[config.mk]
export PLATFORM = sky130hd
export DESIGN_NAME = sio_cmd_queue
export DESIGN_NICKNAME = d
export VERILOG_FILES = /design/src/rtl/sio_cmd_queue.sv
export SDC_FILE = /design/constraint.sdc
export NUM_CORES = 1
export LEC_CHECK = 0
export BUFFER_PORTS_ARGS = -buffer_cell sky130_fd_sc_hd__buf_4
export CAP_MARGIN = 5
export CORE_MARGIN = 8
export CORE_UTILIZATION = 39
export DETAILED_ROUTE_END_ITERATION = 8
export GPL_TIMING_DRIVEN = 0
export HOLD_SLACK_MARGIN = 0.15
export PLACE_DENSITY = 0.56
export SLEW_MARGIN = 20
export SYNTH_ARGS = -nofsm -noshare
export SYNTH_HDL_FRONTEND = slang
export SYNTH_SLANG_ARGS = --single-unit
[constraint.sdc]
create_clock -name c -period 10.3 [get_ports c]
set_input_delay 2.06 -clock c [delete_from_list [all_inputs] [get_ports c]]
set_output_delay 2.06 -clock c [all_outputs]
set_load 0.005 [all_outputs]
[src/rtl/sio_cmd_queue.sv]
`default_nettype none
// ============================================================================
//  Module      : sio_cmd_queue
//  Description : Command FIFO and one-at-a-time sequencer in front of
//                sio_host. Buffers 80-bit write commands, issues each as a
//                single-cycle h_wvalid pulse, waits one serial frame, captures
//                h_rdata and returns it as a 32-bit valid/ready response.
//  Ports       : c            clock (shared with sio_host)
//                rst_n        asynchronous active-low reset
//                in_data/in_valid/in_ready   command input, valid/ready
//                level        number of queued (not yet issued) commands
//                h_wdata/h_wvalid            command to sio_host
//                h_rdata      read data from sio_host
//                resp_data/resp_valid/resp_ready  response output
//                busy         sequencer active or commands queued
//  Revision    : 1.0  initial release
// ============================================================================
module sio_cmd_queue #(
    parameter int DEPTH        = 8,
    parameter int FRAME_CYCLES = 48
) (
    input  logic                   c,
    input  logic                   rst_n,
    input  logic [79:0]            in_data,
    input  logic                   in_valid,
    output logic                   in_ready,
    output logic [$clog2(DEPTH):0] level,
    output logic [79:0]            h_wdata,
    output logic                   h_wvalid,
    input  logic [31:0]            h_rdata,
    output logic [31:0]            resp_data,
    output logic                   resp_valid,
    input  logic                   resp_ready,
    output logic                   busy
);

    localparam int          AW      = $clog2(DEPTH);
    localparam logic [AW:0] C_DEPTH = (AW+1)'(DEPTH);
    localparam logic [15:0] C_LAST  = 16'(FRAME_CYCLES - 1);

    typedef enum logic [1:0] {
        S_IDLE = 2'd0,
        S_WAIT = 2'd1,
        S_RESP = 2'd2
    } state_t;

    state_t          state_q,      state_d;
    logic [AW-1:0]   wr_ptr_q,     wr_ptr_d;
    logic [AW-1:0]   rd_ptr_q,     rd_ptr_d;
    logic [AW:0]     level_q,      level_d;
    logic            in_ready_q,   in_ready_d;
    logic [79:0]     h_wdata_q,    h_wdata_d;
    logic            h_wvalid_q,   h_wvalid_d;
    logic [31:0]     resp_data_q,  resp_data_d;
    logic            resp_valid_q, resp_valid_d;
    logic [15:0]     timer_q,      timer_d;

    logic [79:0]     mem_q [DEPTH];
    logic            w_push;
    logic            w_pop;

    // ------------------------------------------------------------------
    // FIFO bookkeeping. in_ready is a flop derived from the next level, so
    // a pop out of a full FIFO only re-opens the input on the following cycle.
    // ------------------------------------------------------------------
    always_comb begin
        w_push     = in_valid && in_ready_q;
        w_pop      = (state_q == S_IDLE) && (level_q != '0);
        wr_ptr_d   = w_push ? wr_ptr_q + AW'(1) : wr_ptr_q;
        rd_ptr_d   = w_pop  ? rd_ptr_q + AW'(1) : rd_ptr_q;
        level_d    = level_q;
        if (w_push && !w_pop) begin
            level_d = level_q + (AW+1)'(1);
        end else if (!w_push && w_pop) begin
            level_d = level_q - (AW+1)'(1);
        end
        in_ready_d = (level_d != C_DEPTH);
    end

    // Storage has no reset: entries are only read after being written.
    always_ff @(posedge c) begin
        if (w_push) begin
            mem_q[wr_ptr_q] <= in_data;
        end
    end

    // ------------------------------------------------------------------
    // Sequencer: one command in flight; the frame timer counts from the
    // issue edge so the capture lands FRAME_CYCLES after the pulse rises.
    // ------------------------------------------------------------------
    always_comb begin
        state_d      = state_q;
        h_wdata_d    = h_wdata_q;
        h_wvalid_d   = 1'b0;
        timer_d      = timer_q;
        resp_data_d  = resp_data_q;
        resp_valid_d = resp_valid_q;
        case (state_q)
            S_IDLE: begin
                if (w_pop) begin
                    h_wdata_d  = mem_q[rd_ptr_q];
                    h_wvalid_d = 1'b1;
                    timer_d    = '0;
                    state_d    = S_WAIT;
                end
            end
            S_WAIT: begin
                timer_d = timer_q + 16'd1;
                if (timer_q == C_LAST) begin
                    resp_data_d  = h_rdata;
                    resp_valid_d = 1'b1;
                    state_d      = S_RESP;
                end
            end
            S_RESP: begin
                if (resp_valid_q && resp_ready) begin
                    resp_valid_d = 1'b0;
                    state_d      = S_IDLE;
                end
            end
            default: begin
                state_d      = S_IDLE;
                resp_valid_d = 1'b0;
            end
        endcase
    end

    always_ff @(posedge c or negedge rst_n) begin
        if (!rst_n) begin
            state_q      <= S_IDLE;
            wr_ptr_q     <= '0;
            rd_ptr_q     <= '0;
            level_q      <= '0;
            in_ready_q   <= 1'b1;
            h_wdata_q    <= '0;
            h_wvalid_q   <= 1'b0;
            timer_q      <= '0;
            resp_data_q  <= '0;
            resp_valid_q <= 1'b0;
        end else begin
            state_q      <= state_d;
            wr_ptr_q     <= wr_ptr_d;
            rd_ptr_q     <= rd_ptr_d;
            level_q      <= level_d;
            in_ready_q   <= in_ready_d;
            h_wdata_q    <= h_wdata_d;
            h_wvalid_q   <= h_wvalid_d;
            timer_q      <= timer_d;
            resp_data_q  <= resp_data_d;
            resp_valid_q <= resp_valid_d;
        end
    end

    assign in_ready   = in_ready_q;
    assign level      = level_q;
    assign h_wdata    = h_wdata_q;
    assign h_wvalid   = h_wvalid_q;
    assign resp_data  = resp_data_q;
    assign resp_valid = resp_valid_q;
    assign busy       = (state_q != S_IDLE) || (level_q != '0);

endmodule
`default_nettype wire

==> results of run 1 <==
path summary, 6_finish.rpt:
| check | start | endpoint | slack (ns) | cells past startpoint |
|---|---|---|---|---|
| min in group asynchronous | rst_n | h_wdata[45] | 1.33 | 1 |
| max reg2reg | level[1] | h_wdata[11] | 7.36 | 10 |
| min | h_wdata[4] | h_wdata[4] | 0.48 | 2 |
| max in group asynchronous | rst_n | h_wdata[73] | 8.01 | 3 |
| min reg2reg | h_wdata[4] | h_wdata[4] | 0.48 | 2 |
| max | level[1] | busy | 6.35 | 5 |
metal layers:
metal / wire, um / vias to the layer above / part of all wire
met5: 81 / - / 0.0011
met4: 1190 / 12 / 0.017
met3: 5350 / 110 / 0.075
met2: 33600 / 421 / 0.47
met1: 31100 / 7803 / 0.44
li1: - / 6598 / -
placed cells by master (no fill, tap or decap), types with 10 or more instances in the layout:
cell,Yosys,routed
sky130_fd_sc_hd__mux4_2,160,160
sky130_fd_sc_hd__nand2_1,107,107
sky130_fd_sc_hd__buf_1,16,16
sky130_fd_sc_hd__buf_16,0,11
sky130_fd_sc_hd__mux2i_1,82,82
sky130_fd_sc_hd__clkbuf_16,0,83
sky130_fd_sc_hd__mux2_2,29,29
sky130_fd_sc_hd__o21ai_0,100,100
sky130_fd_sc_hd__edfxtp_1,640,640
sky130_fd_sc_hd__buf_4,3,282
sky130_fd_sc_hd__clkbuf_1,28,52
sky130_fd_sc_hd__buf_6,2,23
sky130_fd_sc_hd__bufinv_16,0,10
sky130_fd_sc_hd__dfrtp_1,142,142
sky130_fd_sc_hd__clkinv_2,0,10
sky130_fd_sc_hd__buf_2,23,23
registers in the layout, summed over array words and instances (netlist names):
register / flops
mem_q: 640
in_ready: 1
h_wdata: 80
resp_data: 32
h_wvalid: 1
level: 4
resp_valid: 1
state_q: 2
rd_ptr_q: 3
timer_q: 16
wr_ptr_q: 3
report_power, final:
group / switching [W] / internal (W)
clock: 0.00121 / 0.00179
combinational: 0.000447 / 0.000312
sequential: 0.0000954 / 0.00384
final cells by class:
type / instances / area, um^2
Buffer: 72 / 325
Fill cell: 6152 / 38300
Inverter: 4 / 15.0
Antenna cell: 4 / 10.0
Timing Repair Buffer: 319 / 2780
Clock inverter: 40 / 493
Tap cell: 969 / 1210
Multi-Input combinational cell: 570 / 6360
Sequential cell: 783 / 22800
Clock buffer: 113 / 2250
through the flow:
step	hold slack, ns	area (um^2)	setup TNS, ns	cells
2_1_floorplan	0.446	29400	0	1429
3_3_place_gp	0.469	32400	-1945.48	2633
3_5_place_dp	0.471	33500	0	2717
4_1_cts	0.484	36200	0	2870
5_1_grt	0.503	36200	0	2871
6_report	0.478	36200	0	2874
logic make-up (layout without fill, tap and decap cells):
kind of cell	Yosys count	count (layout)	share of synthesized area
compound gates	123	123	0.0223
mux	274	274	0.163
fa+ha+maj	6	6	0.00247
other cells	0	4	0
flops	783	783	0.774
buf+inv	76	548	0.0116
simple gates	160	160	0.0247
xor+xnor	7	7	0.00208
worst max-delay path, stage by stage (launching register included):
cell,delay [ns]
sky130_fd_sc_hd__dfrtp_1,0.46
sky130_fd_sc_hd__inv_1,0.11
sky130_fd_sc_hd__ha_1,0.24
sky130_fd_sc_hd__nor3b_2,0.22
sky130_fd_sc_hd__nand2_1,0.09
sky130_fd_sc_hd__buf_4,0.15
==> impl_metrics.sql, run 1 <==
INSERT INTO impl_metrics (metric_group, metric, value, unit) VALUES
('outcome', 'status', 'complete, no violations', ''),
('critical_path', 'cp_max_fo', '7', ''),
('timing', 'hold_viol_final', '0', ''),
('global_route', 'met1_usage', '0.225', ''),
('clocking', 'numClockSinks', '783', ''),
('timing', 'fmaxAchievable', '0.253', 'GHz'),
('timing', 'rsz0062_at_grt', 'false', ''),
('logic_synthesis', 'post_synth_edffs', '640', ''),
('routing', 'starting_drc_count_in_detailed_routing', '1015', ''),
('floorplan', 'die_area', '84500', 'um^2'),
('layout', 'design.final.nets', '1953', ''),
('power_and_ir_drop', 'power.total', '0.00769', 'W'),
('power_and_ir_drop', 'power.ir.vdd_worst', '0.000116', 'V'),
('routing', 'detail-route-antenna-nets', '0', ''),
('timing', 'final.setup_skew', '0.0164', 'ns'),
('clocking', 'clk_latency', '0.62', 'ns'),
('logic_synthesis', 'ys_top_cells_by_area', 'sky130_fd_sc_hd__edfxtp_1 (65%), sky130_fd_sc_hd__mux4_2 (12%), sky130_fd_sc_hd__dfrtp_1 (12%)', ''),
('critical_path', 'start_kind', 'flop', ''),
('routing', 'detail_route.wl_per_cell', '24.8', 'um'),
('logic_synthesis', 'synthesis.area', '29400', 'um^2'),
('floorplan', 'fp.coreArea', '74600', 'um^2'),
('critical_path', 'cp_data_arrival_time', '1.89', 'ns'),
('layout', 'final_core_utilization', '0.486', ''),
('floorplan', 'fp.dieH', '291', 'um'),
('hold_path', 'worst_min_delay_path_class', 'flop to flop', ''),
('floorplan', 'io-pin-count', '236', ''),
('global_route', 'largest_net_degree_at_the_start_of_global_routing', '61', ''),
('logic_synthesis', 'syn-num-nets', '1550', ''),
('power_and_ir_drop', 'power-per-cell-area', '212', 'nW/um^2'),
('timing', 'worst_slew_margin_rel', '0.340', ''),
('global_route', 'grt.met2_usage', '0.266', ''),
('logic_synthesis', 'synth-main-ff-cell', 'sky130_fd_sc_hd__edfxtp_1', ''),
('placed_design', 'dpl_worst_slack', '5.76', 'ns'),
('logic_synthesis', 'synth_async_sr_flop_share', '0.183', ''),
('timing', 'final_setup_violations', '0', ''),
('global_route', 'grt_first_pass_wirelength', '106', 'mm'),
('placed_design', 'numPortBuffers', '235', ''),
('critical_path', 'crit_required', '8.24', 'ns'),
('logic_synthesis', 'avgSynthCellArea', '20.6', 'um^2'),
('critical_path', 'crit_type', 'flop to output port', ''),
('clocking', 'cells_resized_by_post_cts_repair', '0', ''),
('clocking', 'numCtsBuffers', '82', ''),
('timing', 'worstMarginPinSlew', '0.989', 'ns'),
('clocking', 'clkTransAtPathRegs', '0.06', 'ns'),
('routing', 'drt-vias-per-instance', '5.20', ''),
('floorplan', 'floorplan.die.width', '291', 'um'),
('timing', 'fin_crit', '3.95', 'ns'),
('clocking', 'cts.htree.levels', '3', ''),
('logic_synthesis', 'ys_top_cells_by_count', 'sky130_fd_sc_hd__edfxtp_1 (640), sky130_fd_sc_hd__mux4_2 (160), sky130_fd_sc_hd__dfrtp_1 (142)', ''),
('power_and_ir_drop', 'leakage', '12.7', 'nW'),
('logic_synthesis', 'post-synth-top-area-cell', 'sky130_fd_sc_hd__edfxtp_1', ''),
('global_route', 'vias_in_the_first_global_route', '15800', ''),
('routing', 'drt_drc_violations_left', '0', ''),
('clocking', 'ctsRootBufferMaster', 'sky130_fd_sc_hd__clkbuf_16', ''),
('clocking', 'cts.repair_timing.setup_buffer_count', '0', ''),
('global_route', 'global_route_total_usage_across_every_layer', '0.167', ''),
('placed_design', 'hpwl_after_detailed_placement', '48.1', 'mm'),
('critical_path', 'cp-end-kind', 'output port', ''),
('timing', 'layout_setup_ws', '6.35', 'ns'),
('logic_synthesis', 'synth_warnings', '0', ''),
('floorplan', 'floorplan.rows', '100', ''),
('global_route', 'use_met3', '0.0528', ''),
('logic_synthesis', 'synth_cells', '1429', ''),
('routing', 'drt-total-wl', '71.3', 'mm'),
('clocking', 'cts_buffer_depth', '3', ''),
('routing', 'via_count_of_the_routed_design', '14900', ''),
('logic_synthesis', 'yosys.cell_count.top_type', 'sky130_fd_sc_hd__edfxtp_1', ''),
('logic_synthesis', 'yosys_register_bits', '783', ''),
('timing', 'final_min_period_over_clock_period', '0.383', ''),
('placed_design', 'gpl.final_weighted_congestion', '0.767', ''),
('global_route', 'top_usage_layer', 'met2', '');
(Power assumes the default switching activity.)
==> run 2: changes to the inputs <==
ABC_AREA = 1   (was default)
clock period = 3.8 ns   (was 10.3 ns; I/O delays follow)
==> impl_metrics.sql, run 2 <==
INSERT INTO impl_metrics (metric_group, metric, value, unit) VALUES
('clocking', 'numCtsBuffers', '80', ''),
('logic_synthesis', 'avgSynthCellArea', '12.7', 'um^2'),
('layout', 'final_common_cell', 'sky130_fd_sc_hd__edfxtp_1', ''),
('clocking', 'clk_latency', '0.62', 'ns'),
('critical_path', 'crit_required', '4.12', 'ns'),
('logic_synthesis', 'yosys.cell_count.top_type', 'sky130_fd_sc_hd__edfxtp_1', ''),
('routing', 'iteration_count_of_the_initial_detailed_routing_pass', '5', ''),
('floorplan', 'floorplan.rows', '103', ''),
('layout', 'largest-register', 'mem_q', ''),
('layout', 'final_core_utilization', '0.477', ''),
('timing', 'layout_setup_ws', '1.17', 'ns'),
('timing', 'hold_viol_final', '0', ''),
('floorplan', 'fp.dieH', '297', 'um'),
('critical_path', 'cp_data_arrival_time', '2.95', 'ns'),
('logic_synthesis', 'post-synth-top-area-cell', 'sky130_fd_sc_hd__edfxtp_1', ''),
('placed_design', 'gpl.final_weighted_congestion', '0.811', ''),
('global_route', 'largest_net_degree_at_the_start_of_global_routing', '94', ''),
('routing', 'drt-total-wl', '87.2', 'mm'),
('run', 'cap_viol_max_count', '0', ''),
('timing', 'worst_slew_margin_rel', '0.447', ''),
('timing', 'fmaxAchievable', '0.380', 'GHz'),
('logic_synthesis', 'synth_warnings', '0', ''),
('power_and_ir_drop', 'power.total', '0.0297', 'W'),
('clocking', 'cts_tree', 'built', ''),
('power_and_ir_drop', 'leakage', '13.8', 'nW'),
('critical_path', 'critical-path-max-stage-delay', '0.53', 'ns'),
('timing', 'report.final.slew_viol_count', '0', ''),
('routing', 'detail-route-antenna-nets', '0', ''),
('global_route', 'antenna_found_initial', '8', ''),
('clocking', 'cts.htree.levels', '3', ''),
('floorplan', 'fp.coreArea', '78500', 'um^2'),
('critical_path', 'start_kind', 'flop', ''),
('timing', 'final_setup_violations', '0', ''),
('layout', 'design.final.nets', '2893', ''),
('placed_design', 'dpl_worst_slack', '0.820', 'ns'),
('layout', 'layout-area-overhead-vs-synth', '21.7', '%'),
('placed_design', 'placed_cells', '3739', ''),
('logic_synthesis', 'synth-main-ff-cell', 'sky130_fd_sc_hd__edfxtp_1', ''),
('logic_synthesis', 'ys_top_cells_by_count', 'sky130_fd_sc_hd__edfxtp_1 (640), sky130_fd_sc_hd__nor2_1 (502), sky130_fd_sc_hd__o21ai_0 (285)', ''),
('routing', 'starting_drc_count_in_detailed_routing', '1719', ''),
('clocking', 'clkTransAtPathRegs', '0.06', 'ns'),
('global_route', 'vias_in_the_first_global_route', '20600', ''),
('layout', 'most_frequent_cells_in_the_layout', 'sky130_fd_sc_hd__edfxtp_1 (640), sky130_fd_sc_hd__nor2_1 (494), sky130_fd_sc_hd__o21ai_0 (285)', ''),
('clocking', 'cells_resized_by_post_cts_repair', '0', ''),
('routing', 'detail_route.wl_per_cell', '22.4', 'um'),
('timing', 'worstMarginPinSlew', '0.830', 'ns'),
('clocking', 'cts_buffer_depth', '3', ''),
('clocking', 'ctsRootBufferMaster', 'sky130_fd_sc_hd__clkbuf_16', ''),
('logic_synthesis', 'synthesis.area', '30700', 'um^2'),
('layout', 'number_of_flip_flops_in_the_largest_register', '640', ''),
('critical_path', 'cp_max_fo', '21', ''),
('global_route', 'gr-total-overflow', '0', ''),
('critical_path', 'cp-end-kind', 'flop', ''),
('floorplan', 'die_area', '88100', 'um^2'),
('routing', 'drt_drc_violations_left', '0', ''),
('placed_design', 'numPortBuffers', '235', ''),
('hold_path', 'worst_min_delay_path_class', 'primary input to flop', ''),
('layout', 'final-instance-count-excl-fill', '3893', ''),
('placed_design', 'hpwl_after_detailed_placement', '59.4', 'mm'),
('logic_synthesis', 'synth_async_sr_flop_share', '0.183', ''),
('routing', 'via_count_of_the_routed_design', '20300', ''),
('logic_synthesis', 'post_synth_edffs', '640', ''),
('floorplan', 'floorplan.die.width', '297', 'um'),
('outcome', 'status', 'complete, no violations', ''),
('clocking', 'numClockSinks', '783', ''),
('logic_synthesis', 'yosys_register_bits', '783', ''),
('critical_path', 'crit_path_top_delay_cell', 'sky130_fd_sc_hd__dfstp_2', ''),
('global_route', 'grt_first_pass_wirelength', '131', 'mm'),
('logic_synthesis', 'yosys.area.top_type_share', '0.625', ''),
('floorplan', 'io-pin-count', '236', ''),
('logic_synthesis', 'synth_cells', '2420', ''),
('power_and_ir_drop', 'power.ir.vdd_worst', '0.000374', 'V'),
('layout', 'layout_cells_sized_above_1', '0.192', ''),
('logic_synthesis', 'syn-num-nets', '2541', ''),
('logic_synthesis', 'ys_top_cells_by_area', 'sky130_fd_sc_hd__edfxtp_1 (63%), sky130_fd_sc_hd__dfrtp_1 (12%), sky130_fd_sc_hd__nor2_1 (6.1%)', ''),
('logic_synthesis', 'ys_seq_area_frac', '0.742', ''),
('global_route', 'global_route_total_usage_across_every_layer', '0.193', ''),
('timing', 'rsz0062_at_grt', 'false', ''),
('timing', 'fin_crit', '2.63', 'ns'),
('critical_path', 'path_cells', 'nand2_1, inv_1, nand2_1, nor2_4, buf_12, buf_16, buf_12', ''),
('timing', 'final.setup_skew', '0.0169', 'ns'),
('logic_synthesis', 'synthDistinctLibCells', '36', ''),
('routing', 'drt-vias-per-instance', '5.23', ''),
('power_and_ir_drop', 'power-per-cell-area', '793', 'nW/um^2'),
('floorplan', 'floorplan.initialDensity', '0.392', ''),
('timing', 'final_min_period_over_clock_period', '0.693', ''),
('critical_path', 'crit_type', 'flop to flop', '');
run 2: what timing repair did:
action	4_1_cts	5_1_grt
hold buffers	1	0
setup buffers	0	0
hold endpoints to repair	50	0
run 2: critical path, delay by kind of cell, from the launching register on:
family / cells / cell delay [ns]
buffers and inverters: 4 / 0.86
DFF: 1 / 0.53
and+or+nand+nor: 3 / 0.91
run 2: final cells by class:
cell class / instances / area (um^2)
fillers: 6902 / 41100
plain buffers: 149 / 920
diodes: 4 / 10.0
repair buffers: 270 / 2600
well taps: 1050 / 1310
flip-flops and latches: 783 / 22800
inverters: 66 / 253
clock buffers: 112 / 2230
multi-input cells: 1422 / 6830
clock inverters: 37 / 473
run 2: worst paths after layout:
kind	start	slack, ns	depth (start not counted)	to
worst min-delay path	in_data[74]	0.38	1	mem_q[6][74]
worst max-delay path	in_ready	1.17	7	mem_q[1][64]
worst max register to register	in_ready	1.17	7	mem_q[1][64]
min in group asynchronous	rst_n	0.67	2	h_wdata[52]
worst min register to register	h_wdata[26]	0.48	2	h_wdata[26]
max in group asynchronous	rst_n	2.26	3	h_wdata[3]
run 2: report_power, final:
group	internal, W	total [W]	switching (W)
registers	0.0109	0.0115	0.000602
logic	0.00349	0.0101	0.00658
clock network	0.00485	0.00808	0.00323
total	0.0193	0.0297	0.0104
run 2: logic make-up (layout without fill, tap and decap cells):
group                    count (synthesis)  after routing  synth area share
other                                    0              4                 0
adder cells (fa/ha/maj)                  5              5           0.00204
AO/OA/AOI/OAI                          537            537             0.102
AND/OR/NAND/NOR                        873            873             0.114
flip-flops                             783            783             0.742
XOR/XNOR                                 7              7           0.00199
buffers and inverters                  215            634            0.0381
run 2: per-layer routing:
layer / up-vias / GRT usage / share of wire
met4: 8 / 0.0694 / 0.034
met1: 10200 / 0.249 / 0.41
met2: 655 / 0.318 / 0.48
li1: 9369 / - / -
met3: 151 / 0.0445 / 0.068
met5: - / 0 / 0.00055
run 2: metrics by stage:
step	area (um^2)	setup TNS [ns]	hold WS [ns]
detailed placement	34700	0	0.468
global placement	33800	-2171.52	0.469
global route	37400	0	0.355
finish	37400	0	0.376
CTS	37400	0	0.338
floorplan	30800	-400.74	0.464
==> run 3: changes to the inputs <==
ABC_AREA = 0   (was 1)
PLACE_DENSITY = 0.58   (was 0.56)
clock period = 2.31 ns   (was 3.8 ns; I/O delays follow)
==> impl_metrics.sql, run 3 (synthesis gave the netlist of run 1 again) <==
INSERT INTO impl_metrics (metric_group, metric, value, unit) VALUES
('layout', 'multi_input_area', '6440', 'um^2'),
('placed_design', 'dpl_worst_slack', '-0.563', 'ns'),
('floorplan', 'floorplan.rows', '100', ''),
('layout', 'final_cell_area', '37700', 'um^2'),
('critical_path', 'cp-end-kind', 'flop', ''),
('global_route', 'antenna_found_initial', '7', ''),
('timing', 'totalNegativeSetupSlack', '0', 'ns'),
('hold_path', 'timing.hold.worst_path_depth', '3', ''),
('critical_path', 'cp_data_arrival_time', '2.75', 'ns'),
('clocking', 'cts_tree', 'built', ''),
('power_and_ir_drop', 'intPower', '0.0266', 'W'),
('layout', 'num-fill-cells', '6033', ''),
('global_route', 'global_route_total_usage_across_every_layer', '0.167', ''),
('layout', 'most_frequent_cells_in_the_layout', 'sky130_fd_sc_hd__edfxtp_1 (640), sky130_fd_sc_hd__buf_4 (272), sky130_fd_sc_hd__mux4_2 (160)', ''),
('routing', 'drt-vias-per-instance', '5.13', ''),
('outcome', 'status', 'complete, no violations', ''),
('layout', 'area.sequential', '22800', 'um^2'),
('timing', 'final_min_period_over_clock_period', '0.964', ''),
('critical_path', 'crit_family', 'simple AND/OR/NAND/NOR gates', ''),
('timing', 'hold_viol_final', '0', ''),
('critical_path', 'crit_path_top_delay_cell', 'sky130_fd_sc_hd__or4b_1', ''),
('critical_path', 'cp_max_fo', '10', ''),
('clocking', 'cts_buffer_depth', '3', ''),
('routing', 'starting_drc_count_in_detailed_routing', '970', ''),
('floorplan', 'fp.coreArea', '74600', 'um^2'),
('routing', 'detail_route.wl_per_cell', '23.8', 'um'),
('floorplan', 'die_area', '84500', 'um^2'),
('critical_path', 'timing.reg2reg.worst_path_depth', '9', ''),
('power_and_ir_drop', 'leakage', '13.3', 'nW'),
('layout', 'layout-area-overhead-vs-synth', '28.0', '%'),
('routing', 'drt-total-wl', '71.1', 'mm'),
('layout', 'final_common_cell', 'sky130_fd_sc_hd__edfxtp_1', ''),
('global_route', 'largest_net_degree_at_the_start_of_global_routing', '77', ''),
('critical_path', 'total_stage_count_of_the_critical_path', '9', ''),
('critical_path', 'critical-path-max-stage-delay', '0.53', 'ns'),
('timing', 'final_setup_violations', '0', ''),
('clocking', 'cts.htree.levels', '3', ''),
('routing', 'drt_drc_violations_left', '0', ''),
('floorplan', 'fp.dieH', '291', 'um'),
('run', 'cap_viol_max_count', '0', ''),
('power_and_ir_drop', 'power_frac_clock', '0.382', ''),
('global_route', 'grt_first_pass_wirelength', '107', 'mm'),
('timing', 'final.setup_skew', '0.0173', 'ns'),
('placed_design', 'hpwl_after_detailed_placement', '46.2', 'mm'),
('clocking', 'clk_latency', '0.62', 'ns'),
('routing', 'iteration_count_of_the_initial_detailed_routing_pass', '5', ''),
('critical_path', 'crit_type', 'flop to flop', ''),
('power_and_ir_drop', 'p_comb_frac', '0.109', ''),
('clocking', 'ctsRootBufferMaster', 'sky130_fd_sc_hd__clkbuf_16', ''),
('timing', 'fmaxAchievable', '0.449', 'GHz'),
('placed_design', 'place_area', '33500', 'um^2'),
('timing', 'fin_crit', '2.23', 'ns'),
('power_and_ir_drop', 'switching_fraction_of_total_power', '0.228', ''),
('timing', 'worst_slew_margin_rel', '0.436', ''),
('power_and_ir_drop', 'power.ir.vdd_worst', '0.000501', 'V'),
('timing', 'whs', '0.223', 'ns'),
('layout', 'final_core_utilization', '0.506', ''),
('power_and_ir_drop', 'power-per-cell-area', '914', 'nW/um^2'),
('clocking', 'clkTransAtPathRegs', '0.06', 'ns'),
('timing', 'layout_setup_ws', '0.0832', 'ns'),
('clocking', 'numClockSinks', '783', ''),
('global_route', 'vias_in_the_first_global_route', '16400', ''),
('timing', 'report.final.slew_viol_count', '0', ''),
('power_and_ir_drop', 'power_switching', '0.00784', 'W'),
('layout', 'number_of_flip_flops_in_the_largest_register', '640', ''),
('floorplan', 'floorplan.die.width', '291', 'um'),
('clocking', 'numCtsBuffers', '83', ''),
('hold_path', 'worst_min_delay_path_class', 'primary input to flop', ''),
('placed_design', 'gpl.final_weighted_congestion', '0.755', ''),
('power_and_ir_drop', 'share_seq_of_total_power', '0.510', ''),
('timing', 'worstMarginPinSlew', '0.846', 'ns'),
('routing', 'via_count_of_the_routed_design', '15300', ''),
('layout', 'largest-register', 'mem_q', ''),
('critical_path', 'crit_required', '2.83', 'ns'),
('floorplan', 'io-pin-count', '236', ''),
('placed_design', 'numPortBuffers', '235', ''),
('critical_path', 'path_cells', 'inv_1, ha_4, nor3b_4, nand2b_4, buf_6, buf_8, o21ai_1, o22ai_1, or4b_1', ''),
('critical_path', 'cp.buffers_inverters', '3', ''),
('routing', 'detail-route-antenna-nets', '0', ''),
('floorplan', 'floorplan.initialDensity', '0.395', ''),
('critical_path', 'start_kind', 'flop', ''),
('global_route', 'gr-total-overflow', '0', ''),
('layout', 'layout_cells_sized_above_1', '0.351', ''),
('layout', 'design.final.nets', '2062', '');
[run 3: changes by cell type in the layout (fill, tap and decap cells not counted), sizes merged, moves of 82 or more]
| cell | before | now |
|---|---|---|
| dlygate4sd3 | 1 | 113 |
| mux2i | 0 | 82 |
| mux4 | 0 | 160 |
| nand2 | 255 | 107 |
| nand3 | 100 | 8 |
| nor2 | 507 | 12 |
| o211ai | 161 | 1 |
| o21ai | 367 | 101 |
[run 3: worst reg2reg max path: stages (launching register included)]
cell and delay [ns]:
sky130_fd_sc_hd__dfrtp_2 0.43, sky130_fd_sc_hd__inv_1 0.10, sky130_fd_sc_hd__ha_4 0.18, sky130_fd_sc_hd__nor3b_4 0.15, sky130_fd_sc_hd__nand2b_4 0.14, sky130_fd_sc_hd__buf_6 0.17, sky130_fd_sc_hd__buf_8 0.19, sky130_fd_sc_hd__o21ai_1 0.15
sky130_fd_sc_hd__o22ai_1 0.11, sky130_fd_sc_hd__or4b_1 0.53
[run 3: stage by stage]
step,total power [W],std cells
floorplan,0.0193,1429
global placement,0.0207,2633
detailed placement,0.0213,2692
CTS,0.0348,2979
global route,0.0357,2982
finish,0.0344,2985
[run 3: power by group through the flow]
stage | Clock, W | Combinational [W] | Sequential, W
6_report | 0.0131 | 0.00375 | 0.0176
3_5_place_dp | 0 | 0.00349 | 0.0179
4_1_cts | 0.0135 | 0.00381 | 0.0176
5_1_grt | 0.0140 | 0.00403 | 0.0177
3_3_place_gp | 0 | 0.00268 | 0.0180
2_1_floorplan | 0 | 0.00149 | 0.0178
[run 3: final timing paths]
path / from / end / slack [ns]
max reg2reg: level[0] / in_ready / 0.08
min in group asynchronous: rst_n / h_wdata[38] / 0.46
min: resp_ready / resp_valid / 0.22
min reg2reg: h_wdata[21] / h_wdata[21] / 0.48
max: level[0] / in_ready / 0.08
max in group asynchronous: rst_n / h_wdata[0] / 0.97
[run 3: routing by layer]
layer / vias up / wire [um] / global-route usage
li1: 6818 / - / -
met1: 8012 / 31300 / 0.222
met2: 400 / 34600 / 0.276
met3: 84 / 3990 / 0.0376
met4: 4 / 1120 / 0.0428
met5: - / 26 / 0
[run 3: area by class of cell]
class,count,area share
Inverter,4,0.000398
Clock buffer,132,0.0648
Tap cell,969,0.0322
Antenna cell,4,0.000266
Sequential cell,783,0.605
Multi-Input combinational cell,570,0.171
Buffer,72,0.0131
Clock inverter,24,0.00743
Timing Repair Buffer,427,0.106
[run 3: what timing repair did]
action	4_1_cts	5_1_grt
hold endpoints to repair	738	0
resized for setup	65	8
buffers inserted	18	3
pin swaps	7	3
setup endpoints to repair	373	74
hold buffers	113	0
